**src/rtl/ped_signal_ctl.sv**
```systemverilog
// Pedestrian crossing controller downstream of the intersection lamp controller.
// Two independent crosswalk FSMs (A across road A, B across road B) grant WALK
// and flashing DON'T-WALK only inside the red phase of the crossed road. A sticky
// fault latches on any illegal lamp pattern.
module ped_signal_ctl #(
    parameter int unsigned WALK_CYC  = 2,
    parameter int unsigned FLASH_CYC = 2
) (
    input  logic       clk,
    input  logic       reset,
    input  logic [5:0] TL,
    input  logic       btn_a,
    input  logic       btn_b,
    output logic [1:0] ped_a,
    output logic [1:0] ped_b,
    output logic [3:0] cnt_a,
    output logic [3:0] cnt_b,
    output logic       req_a,
    output logic       req_b,
    output logic       cut_a,
    output logic       cut_b,
    output logic       fault
);

    localparam int unsigned CW = 4;
    localparam int unsigned NX = 2;  // index 0 = crosswalk A, 1 = crosswalk B

    localparam logic [1:0] PED_DARK  = 2'b00;
    localparam logic [1:0] PED_DONT  = 2'b01;
    localparam logic [1:0] PED_WALK  = 2'b10;
    localparam logic [1:0] PED_FLASH = 2'b11;

    typedef enum logic [1:0] {
        ST_DONT  = 2'd0,
        ST_WALK  = 2'd1,
        ST_FLASH = 2'd2
    } xw_state_e;

    xw_state_e         st_q    [NX];
    xw_state_e         st_d    [NX];
    logic [CW-1:0]     tmr_q   [NX];
    logic [CW-1:0]     tmr_d   [NX];
    logic [CW-1:0]     disp_q  [NX];
    logic [CW-1:0]     disp_d  [NX];
    logic [1:0]        ped_q   [NX];
    logic [1:0]        ped_d   [NX];
    logic [NX-1:0]     req_q, req_d;
    logic [NX-1:0]     cut_q, cut_d;
    logic [NX-1:0]     prev_red_q;
    logic              fault_q, fault_d;

    logic [NX-1:0]     red_c;
    logic [NX-1:0]     red_start_c;
    logic [NX-1:0]     btn_c;
    logic              dark_c;
    logic              bad_c;

    function automatic logic onehot3(input logic [2:0] g);
        return (g == 3'b001) || (g == 3'b010) || (g == 3'b100);
    endfunction

    assign red_c       = {TL[2], TL[5]};
    assign btn_c       = {btn_b, btn_a};
    assign red_start_c = red_c & ~prev_red_q;
    assign dark_c      = (TL == 6'b000000);
    assign bad_c       = !dark_c &&
                         (!onehot3(TL[5:3]) || !onehot3(TL[2:0]) || (TL[3] && TL[0]));

    // Next-state and next-output computation for both crosswalks
    always_comb begin
        fault_d = fault_q | bad_c;
        req_d   = req_q;
        cut_d   = '0;
        for (int i = 0; i < NX; i++) begin
            st_d[i]   = st_q[i];
            tmr_d[i]  = tmr_q[i];
            ped_d[i]  = PED_DONT;
            disp_d[i] = '0;

            if (fault_d || dark_c) begin
                st_d[i]  = ST_DONT;
                tmr_d[i] = '0;
                req_d[i] = 1'b0;
            end else begin
                case (st_q[i])
                    ST_WALK: begin
                        if (!red_c[i]) begin
                            st_d[i]  = ST_DONT;
                            tmr_d[i] = '0;
                            cut_d[i] = 1'b1;
                        end else if (tmr_q[i] == '0) begin
                            st_d[i]  = ST_FLASH;
                            tmr_d[i] = CW'(FLASH_CYC - 1);
                        end else begin
                            tmr_d[i] = tmr_q[i] - CW'(1);
                        end
                    end
                    ST_FLASH: begin
                        if (!red_c[i]) begin
                            st_d[i]  = ST_DONT;
                            tmr_d[i] = '0;
                            cut_d[i] = 1'b1;
                        end else if (tmr_q[i] == '0) begin
                            st_d[i] = ST_DONT;
                        end else begin
                            tmr_d[i] = tmr_q[i] - CW'(1);
                        end
                    end
                    default: begin
                        st_d[i] = ST_DONT;
                        if (red_start_c[i] && (req_q[i] || btn_c[i])) begin
                            st_d[i]  = ST_WALK;
                            tmr_d[i] = CW'(WALK_CYC - 1);
                            req_d[i] = 1'b0;
                        end else begin
                            req_d[i] = req_q[i] | btn_c[i];
                        end
                    end
                endcase
            end

            if (fault_d) begin
                ped_d[i] = PED_DONT;
            end else if (dark_c) begin
                ped_d[i] = PED_DARK;
            end else begin
                case (st_d[i])
                    ST_WALK:  ped_d[i] = PED_WALK;
                    ST_FLASH: begin
                        ped_d[i]  = PED_FLASH;
                        disp_d[i] = tmr_d[i] + CW'(1);
                    end
                    default:  ped_d[i] = PED_DONT;
                endcase
            end
        end
    end

    // State and output registers with synchronous reset
    always_ff @(posedge clk) begin
        if (reset) begin
            for (int i = 0; i < NX; i++) begin
                st_q[i]   <= ST_DONT;
                tmr_q[i]  <= '0;
                disp_q[i] <= '0;
                ped_q[i]  <= PED_DARK;
            end
            req_q      <= '0;
            cut_q      <= '0;
            prev_red_q <= '0;
            fault_q    <= 1'b0;
        end else begin
            for (int i = 0; i < NX; i++) begin
                st_q[i]   <= st_d[i];
                tmr_q[i]  <= tmr_d[i];
                disp_q[i] <= disp_d[i];
                ped_q[i]  <= ped_d[i];
            end
            req_q      <= req_d;
            cut_q      <= cut_d;
            prev_red_q <= red_c;
            fault_q    <= fault_d;
        end
    end

    assign ped_a = ped_q[0];
    assign ped_b = ped_q[1];
    assign cnt_a = disp_q[0];
    assign cnt_b = disp_q[1];
    assign req_a = req_q[0];
    assign req_b = req_q[1];
    assign cut_a = cut_q[0];
    assign cut_b = cut_q[1];
    assign fault = fault_q;

endmodule

```
**config.mk**
```make
export PLATFORM = sky130hd
export DESIGN_NAME = ped_signal_ctl
export DESIGN_NICKNAME = d
export VERILOG_FILES = /design/src/rtl/ped_signal_ctl.sv
export SDC_FILE = /design/constraint.sdc
export NUM_CORES = 1
export LEC_CHECK = 0
export ABC_AREA = 1
export BUFFER_PORTS_ARGS = -buffer_cell sky130_fd_sc_hd__buf_2
export CAP_MARGIN = 40
export CORE_UTILIZATION = 50
export DETAILED_ROUTE_END_ITERATION = 16
export PLACE_DENSITY_LB_ADDON = 0.12
export REMOVE_ABC_BUFFERS = 1
export SETUP_SLACK_MARGIN = 0.4
export SYNTH_ARGS = -nofsm -noshare
export SYNTH_HDL_FRONTEND = slang
export SYNTH_SLANG_ARGS = --single-unit
```
**constraint.sdc**
```tcl
create_clock -name clk -period 2.7 [get_ports clk]
set_input_delay 0.54 -clock clk [delete_from_list [all_inputs] [get_ports clk]]
set_output_delay 0.54 -clock clk [all_outputs]
set_load 0.01 [all_outputs]
```
======== Yosys cells after proc, flatten, opt, wreduce, memory -nomap -nowiden ========
Memory sizes are Yosys's and may differ from the RTL's.
Index checks and enable logic that the tools add are counted.
word-level totals
  register bits after elaboration ......... 7
  memory bits (writable) .................. 24
  output and inout bits ................... 17
  memories ................................ 4
cells by class
  $add $sub $neg .......................... 4
  eq/ne operators ......................... 14
  muxes and demuxes ....................... 55
  bitwise logic cells ..................... 15
  reduce and logical (&&, ||, !) cells .... 24
memories
  memory  depth  width  read ports  clocked after Yosys merged registers in  wr ports  RTL line  text
  disp_q  2      4      2           0                                        2         43        logic [CW-1:0] disp_q [NX];
  tmr_q   2      4      2           0                                        2         41        logic [CW-1:0] tmr_q [NX];
  ped_q   2      2      2           0                                        2         45        logic [1:0] ped_q [NX];
  st_q    2      2      2           0                                        2         39        xw_state_e st_q [NX];
operator list
  kind                                              number
  two-way mux 4 bit                                 22
  two-way mux 2 bit                                 18
  case mux 2 bit (2 select lines)                   4
  case mux 4 bit (2 select lines)                   2
  bitwise OR 1 bit                                  11
  logical OR 1 bit                                  9
  two-way mux 1 bit                                 9
  adder 4 x 1 -> 4 bit, second input constant       2
  == test 2 x 1 -> 1 bit, second input constant     4
  == test 2 bit, second input constant              4
  zero test 4 bit                                   2
  subtractor 4 x 1 -> 4 bit, second input constant  2
  == test 3 x 1 -> 1 bit, second input constant     2
  == test 3 x 2 -> 1 bit, second input constant     2
  == test 3 bit, second input constant              2
  zero test 6 bit                                   1
  OR reduction 2 bit                                3
  OR reduction 3 bit                                2
  logical AND 1 bit                                 4
  zero test 1 bit                                   3
  bitwise AND 2 bit                                 1
  inverter 1 bit                                    2
  inverter 2 bit                                    1

======== Logic depth before layout (Yosys ltp) ========
Gate-level depths: netlist (run 1).
  word-level depth ........................ 15
  gate-level depth with buffers ........... 16

======== Least setup slack after synthesis (run 1) ========
Ideal clock, no wire load.
  kind .................................... reg2reg
  start ................................... memory tmr_q[1][0], in the netlist tmr_q[0][4]
  end ..................................... memory disp_q[1][2], in the netlist disp_q[0][6]
  arrival time ............................ 2.091 ns
  required time ........................... 2.630 ns
  path slack .............................. 0.539 ns
  stages on the path, launching flop included .. 16
  path buffers ............................ 0
  clock period less this slack ............ 2.161 ns
  cells stage by stage .................... dfxtp_1 > inv_1 > ha_1 > nand2_1 > nor2_1 > inv_1 > ha_1 > a22oi_1 > o21ai_0 > nand2_1 > inv_1 > nand2_1 > inv_1 > ha_1 > or2_0 > a21oi_1
RTL lines
  what             RTL line
  start, declared  41
  end, declared    43

==> flow_metrics.env, run 1 <==
export IMPL_worstSkewPairLatency_ns=0.33
export IMPL_synth_warnings=0
export IMPL_hold_depth=2
export IMPL_cp_required_ns=2.97
export IMPL_fmax_ghz=0.4649
export IMPL_cts_buffers=5
export IMPL_io_buffers=26
export IMPL_synth_compound_area_frac=0.08741
export IMPL_wl_um=3348
export IMPL_timing_final_crit_period_ns=2.151
export IMPL_worstSetupEndpointType="flop"
export IMPL_power_frac_comb=0.078
export IMPL_synth_top_family_by_area="simple AND/OR/NAND/NOR gates"
export IMPL_routabilityCongestion=0.7994
export IMPL_grt_max_degree=13
export IMPL_path_clk_slew_ns=0.10
export IMPL_hold_path_class="in2reg"
export IMPL_syn_area_um2=1689
export IMPL_holdPathEnd="cut_q[1]$_SDFF_PP0_"
export IMPL_ys_ff_latch=31
export IMPL_synth_simple_area_share=0.3289
export IMPL_p_sw_mw=0.2114
export IMPL_pwr_share_seq=0.508
export IMPL_grt_pass1_vias=1298
export IMPL_cts_hold_buf=0
export IMPL_layout_drive_gt1_share=0.2321
export IMPL_wire_per_inst_um=10.33
export IMPL_drtAntennaViolNets=0
export IMPL_status="complete, no violations"
export IMPL_num_vias=1522
export IMPL_grt_pass1_wl_um=5575
export IMPL_areaGrowthSynthToFinish_pct=19.33
export IMPL_irDropWorstVdd_uv=257.6
export IMPL_gr_total_overflow=0
export IMPL_min_from="TL[2]"
export IMPL_worstMarginPinSlew_ns=0.2823
export IMPL_cp_arrival_ns=2.42
export IMPL_dp_hpwl_um=2482
export IMPL_synth_xor_xnor_area_share=0.01037
export IMPL_drtIter0Drc=57
export IMPL_grt_antenna_before_repair=0
export IMPL_drcViolationCount=0
export IMPL_fin_crit_sh=0.7966
export IMPL_diodes=0
export IMPL_instances_no_fill=324
export IMPL_htreeDepth=2
export IMPL_cts_buffer_depth=2
export IMPL_drv_cap=0
export IMPL_setup_violations_final=0
export IMPL_yosysTopAreaCell="dfxtp_1"
export IMPL_ys_seq_area_frac=0.3674
export IMPL_grt_use_met3=0.04978
export IMPL_synth_edf_count=0
export IMPL_cp_max_fo=3
export IMPL_async_reset_ff_frac=0
export IMPL_leakagePower_nw=0.9871
export IMPL_start_util=0.5400
export IMPL_avgSynthCellArea_um2=6.894
export IMPL_synth_area_mux_share=0
export IMPL_slew_headroom=0.8102
export IMPL_drt_vias_per_instance=4.698
export IMPL_dp_cells=312
export IMPL_first_pass_iters=4
export IMPL_cts_root_buf="clkbuf_4"
export IMPL_layout_commonest_cell="nand2_1"
export IMPL_r2r_end="disp_q[0][6]$_SDFF_PP0_"
export IMPL_synth_top_area_frac=0.3674
export IMPL_power_density_nw_per_um2=454.6
export IMPL_rsz0062_at_grt="yes"
export IMPL_final_nets=301
export IMPL_dieArea_um2=3614
export IMPL_die_h_um=60.12
export IMPL_r2r_start="tmr_q[0][4]$_SDFF_PP0_"
export IMPL_worstSetupStartpointType="flop"
export IMPL_intPower_mw=0.7049
export IMPL_setup_tns_ns=0
export IMPL_die_width_um=60.12
export IMPL_reg2reg_slack_ns=0.55
export IMPL_switching_share=0.2307
export IMPL_synth_cell_types=32
export IMPL_gr_usage_met2=0.3124
export IMPL_rr_worst_depth=15
export IMPL_coreArea_um2=3128
export IMPL_final_cell_mix="59 x nand2_1, 42 x inv_1, 34 x nor2_1"
export IMPL_cts_tree="built"
export IMPL_ios=27
export IMPL_worst_clock_skew_ns=0.007282
export IMPL_synth_ff_type="dfxtp_1"
export IMPL_synth_fa_ha_area_frac=0.08889
export IMPL_p_clk_frac=0.415
export IMPL_cts_sinks=31
export IMPL_crit_type="reg2reg"
export IMPL_grtUsageTotal=0.2102
export IMPL_busiest_layer="met2"
export IMPL_report_final_slew_viol_count=0
export IMPL_netlist_instances=245
export IMPL_fillCellCount=286
export IMPL_synth_area_leaders="dfxtp_1 37%, nand2_1 13%, inv_1 9.8%"
export IMPL_hold_viol_final=0
export IMPL_rows=20
export IMPL_gr_usage_met1=0.2872
cell families (layout without fill, tap and decap cells):
family | count (synthesis) | after routing
AO/OA/AOI/OAI | 26 | 26
XOR/XNOR | 2 | 2
adder cells (fa/ha/maj) | 12 | 12
buffers and inverters | 49 | 84
flip-flops | 31 | 31
AND/OR/NAND/NOR | 125 | 125
critical path: stages (launching register included):
cell and delay [ns]:
dfxtp_2 0.35, inv_2 0.07, ha_2 0.17, nand2_1 0.06, nor2_2 0.10, inv_1 0.09
ha_4 0.22, a22oi_2 0.17, o21ai_1 0.08, nand2_1 0.08, inv_1 0.06, nand2_2 0.08
inv_1 0.04, ha_1 0.19, or2_1 0.22, a21oi_1 0.11
metrics by stage:
stage                     cell area, um2  setup slack (ns)    util  total power [mW]  hold WS, ns
after floorplan                     1669            0.5393       -            0.5192       0.4941
after global placement              1854            0.4274  0.5928            0.5444       0.5189
after detailed placement            1854            0.3531  0.5928            0.5445       0.5268
after CTS                           1953            0.4004  0.6244            0.9250       0.4119
after global routing                2016            0.3883  0.6444            0.9555       0.4221
final                               2016            0.5492  0.6444            0.9163       0.4233
layer usage:
layer	up-vias	share of wire	wire (um)
met5	-	0	0
met4	0	0.014	48
met3	5	0.044	147
met2	38	0.42	1410
met1	651	0.52	1741
li1	828	-	-
final cells by class:
type | count | area [um2] | area share
Clock buffer | 6 | 51.30 | 0.02545
Clock inverter | 2 | 35.03 | 0.01738
Inverter | 46 | 177.7 | 0.08814
Multi-Input combinational cell | 165 | 913.4 | 0.4531
Sequential cell | 31 | 623.1 | 0.3091
Tap cell | 44 | 55.05 | 0.02731
Timing Repair Buffer | 30 | 160.2 | 0.07945
flip-flops by register name, summed over array words and instances (netlist names):
signal / count
cut_q: 2
disp_q: 8
fault: 1
ped_q: 4
prev_red_q: 2
req_q: 2
st_q: 4
tmr_q: 8
what timing repair did:
| item | CTS | global route |
|---|---|---|
| pin swaps | 1 | 4 |
| gates resized for setup | 4 | 11 |
| setup endpoints to repair | 1 | 10 |
| cloned | 0 | 0 |
| setup buffers | 1 | 3 |
cell usage after synthesis, drive strengths merged (2+ instances only):
master / instances
or2: 2
nand2: 62
dfxtp: 31
inv: 45
ha: 12
nand4: 3
o21ai: 8
a21oi: 12
nor2: 41
o31ai: 2
a211oi: 2
nand3: 13
nor3: 3
buf: 2
worst max path at each step:
stage / startpoint / endpoint / slack, ns / depth (start not counted)
4_1_cts: tmr_q[0][5]$_SDFF_PP0_ / disp_q[0][6]$_SDFF_PP0_ / 0.40 / 15
6_report: tmr_q[0][4]$_SDFF_PP0_ / disp_q[0][6]$_SDFF_PP0_ / 0.55 / 15
3_3_place_gp: tmr_q[0][4]$_SDFF_PP0_ / disp_q[0][6]$_SDFF_PP0_ / 0.43 / 15
5_1_grt: tmr_q[0][4]$_SDFF_PP0_ / disp_q[0][6]$_SDFF_PP0_ / 0.39 / 15
3_5_place_dp: tmr_q[0][4]$_SDFF_PP0_ / disp_q[0][6]$_SDFF_PP0_ / 0.35 / 15
2_1_floorplan: tmr_q[0][4]$_SDFF_PP0_ / disp_q[0][6]$_SDFF_PP0_ / 0.54 / 15
power groups by stage:
stage	clock (mW)	combinational (mW)	sequential [mW]
after global routing	0.409	0.0798	0.467
final	0.380	0.0711	0.465
after detailed placement	0	0.0686	0.476
after CTS	0.390	0.0694	0.465
after global placement	0	0.0686	0.476
after floorplan	0	0.0415	0.478
(Power assumes the default switching activity.)
==> run 2, diff against run 1 <==
clock period = 1.95 ns   (was 2.7 ns; I/O delays follow)
==> run 2 against run 1 <==
Total power is 40% higher. Largest power group unchanged. Setup slack worse by 0.74 ns. Register-to-register slack worse by 0.74 ns. First-iteration DRC count is 120% higher. Routed wire length is 69% higher. Critical path depth is 1 higher. Count of clock-buffer cells in the layout is 1 higher. Global-route usage is 8.9 points higher. The flow now finishes with violations (negative setup slack).
==> flow_metrics.env, run 2 (synthesis gave the netlist of run 1 again) <==
export IMPL_crit_type="reg2reg"
export IMPL_grtUsageTotal=0.2996
export IMPL_cp_common_cell="inv_2"
export IMPL_gr_usage_met1=0.3696
export IMPL_whs_ns=0.2540
export IMPL_timing_final_crit_period_ns=2.146
export IMPL_dieArea_um2=3614
export IMPL_cts_buffer_depth=2
export IMPL_cts_sinks=31
export IMPL_grt_pass1_wl_um=7886
export IMPL_cts_hold_buf=0
export IMPL_worstSetupStartpointType="flop"
export IMPL_final_cell_mix="55 x nand2_1, 36 x buf_4, 31 x inv_1"
export IMPL_cp_required_ns=2.23
export IMPL_grt_antenna_before_repair=0
export IMPL_rsz0062_at_grt="yes"
export IMPL_first_pass_iters=4
export IMPL_slowest_stage="dfxtp_2"
export IMPL_ios=27
export IMPL_coreArea_um2=3128
export IMPL_place_area_um2=2057
export IMPL_rows=20
export IMPL_preCtsSetupSlack_ns=-0.2312
export IMPL_grt_pass1_vias=1765
export IMPL_worstSetupEndpointType="flop"
export IMPL_routabilityCongestion=0.8728
export IMPL_reg_top3="disp_q x8, tmr_q x8"
export IMPL_final_nets=348
export IMPL_ff_latch_area_um2=630.6
export IMPL_irDropWorstVdd_uv=467.6
export IMPL_multi_input_area_um2=1102
export IMPL_die_h_um=60.12
export IMPL_wire_per_inst_um=15.22
export IMPL_layout_drive_gt1_share=0.4740
export IMPL_power_frac_comb=0.136
export IMPL_cp_max_fo=2
export IMPL_drv_cap=0
export IMPL_violations="negative setup slack"
export IMPL_diodes=0
export IMPL_worstSkewPairLatency_ns=0.35
export IMPL_worstMarginPinSlew_ns=0.2674
export IMPL_hold_viol_final=0
export IMPL_finish_instance_area_um2=2620
export IMPL_dp_hpwl_um=2601
export IMPL_num_vias=1953
export IMPL_power_density_nw_per_um2=487.9
export IMPL_htreeDepth=2
export IMPL_gr_usage_met2=0.4647
export IMPL_grt_max_degree=13
export IMPL_worst_clock_skew_ns=0.01778
export IMPL_cp_arrival_ns=2.42
export IMPL_fmax_ghz=0.4661
export IMPL_drtIter0Drc=128
export IMPL_fillCellCount=166
export IMPL_status="complete, but fails checks"
export IMPL_io_buffers=26
export IMPL_path_clk_slew_ns=0.12
export IMPL_start_util=0.5400
export IMPL_fin_crit_sh=1.100
export IMPL_p_sw_mw=0.3495
export IMPL_drtAntennaViolNets=0
export IMPL_drt_vias_per_instance=5.264
export IMPL_drcViolationCount=0
export IMPL_dp_cells=339
export IMPL_layout_setup_ws_ns=-0.1956
export IMPL_setup_violations_final=11
export IMPL_report_final_slew_viol_count=0
export IMPL_leakagePower_nw=1.250
export IMPL_cts_buffers=5
export IMPL_layout_commonest_cell="nand2_1"
export IMPL_gr_total_overflow=0
export IMPL_crit_chain="inv_2 > ha_4 > nand2_4 > nor2_4 > inv_2 > ha_4 > a22oi_2 > o21ai_1 > nand2_1 > inv_2 > nand2_2 > buf_4 > buf_6 > o21ai_2 > nand2_1 > nor2_1"
export IMPL_p_clk_frac=0.360
export IMPL_switching_share=0.2734
export IMPL_wl_um=5646
export IMPL_hold_path_class="in2reg"
export IMPL_slew_headroom=0.8207
export IMPL_pwr_share_seq=0.504
export IMPL_die_width_um=60.12
export IMPL_instances_no_fill=371
export IMPL_cp_slowest_stage_delay_ns=0.35
export IMPL_grt_use_met3=0.06926
export IMPL_cts_root_buf="clkbuf_4"
export IMPL_totalPowerFinal_mw=1.278
export IMPL_busiest_layer="met2"
export IMPL_areaGrowthSynthToFinish_pct=55.11
export IMPL_intPower_mw=0.9289
export IMPL_cts_tree="built"
-- run 2: cell count changes in the layout (fill, tap and decap cells not counted), moves of 7 or more --
cell / change
buf_4: +32
buf_6: +13
inv_1: -11
inv_2: +11
nor2_1: -8
ha_4: +7
-- run 2: routing by layer --
metal / vias to the layer above / wire length (um)
met5: - / 0
met4: 0 / 354
met3: 39 / 403
met2: 114 / 2636
met1: 881 / 2251
li1: 919 / -
-- run 2: metrics by stage --
step                setup TNS, ns  utilization
global placement          -0.1859       0.6576
detailed placement        -0.4421       0.6576
CTS                       -0.1113       0.8040
global route               -1.740       0.8376
finish                     -1.065       0.8376
floorplan                 -0.3157            -
-- run 2: timing repair --
item	CTS	global route
gates resized for setup	66	20
setup buffers	21	3
setup endpoints to repair	16	21
pin swaps	34	17
gates cloned	0	0
endpoints found under the hold margin	0	0
-- run 2: worst paths after layout --
path / to / cells past startpoint / from / slack, ns
worst max-delay path: disp_q[0][7]$_SDFF_PP0_ / 16 / tmr_q[0][4]$_SDFF_PP0_ / -0.20
worst min-delay path: cut_q[0]$_SDFF_PP0_ / 2 / TL[5] / 0.25
worst max register to register: disp_q[0][7]$_SDFF_PP0_ / 16 / tmr_q[0][4]$_SDFF_PP0_ / -0.20
worst min register to register: req_q[0]$_SDFFE_PP0P_ / 2 / req_q[0]$_SDFFE_PP0P_ / 0.54
-- run 2: cell type report --
cell class | instances | share of cell area
Clock inverter | 1 | 0.002865
Inverter | 46 | 0.06781
Timing Repair Buffer | 77 | 0.2221
Clock buffer | 7 | 0.02483
Multi-Input combinational cell | 165 | 0.4207
Tap cell | 44 | 0.02101
Sequential cell | 31 | 0.2407
-- run 2: worst max-delay path: cells and delay by family (launching register included) --
family | cells | cell delay [ns]
AOI/OAI and AO/OA | 3 | 0.34
adders and majority gates | 2 | 0.44
buffers and inverters | 5 | 0.49
DFF | 1 | 0.35
and+or+nand+nor | 6 | 0.48
-- run 2: power by group through the flow --
stage	combinational [mW]	clock [mW]	sequential [mW]
detailed placement	0.116	0	0.659
finish	0.173	0.460	0.645
global placement	0.115	0	0.659
floorplan	0.0574	0	0.661
global route	0.185	0.490	0.646
CTS	0.152	0.453	0.644
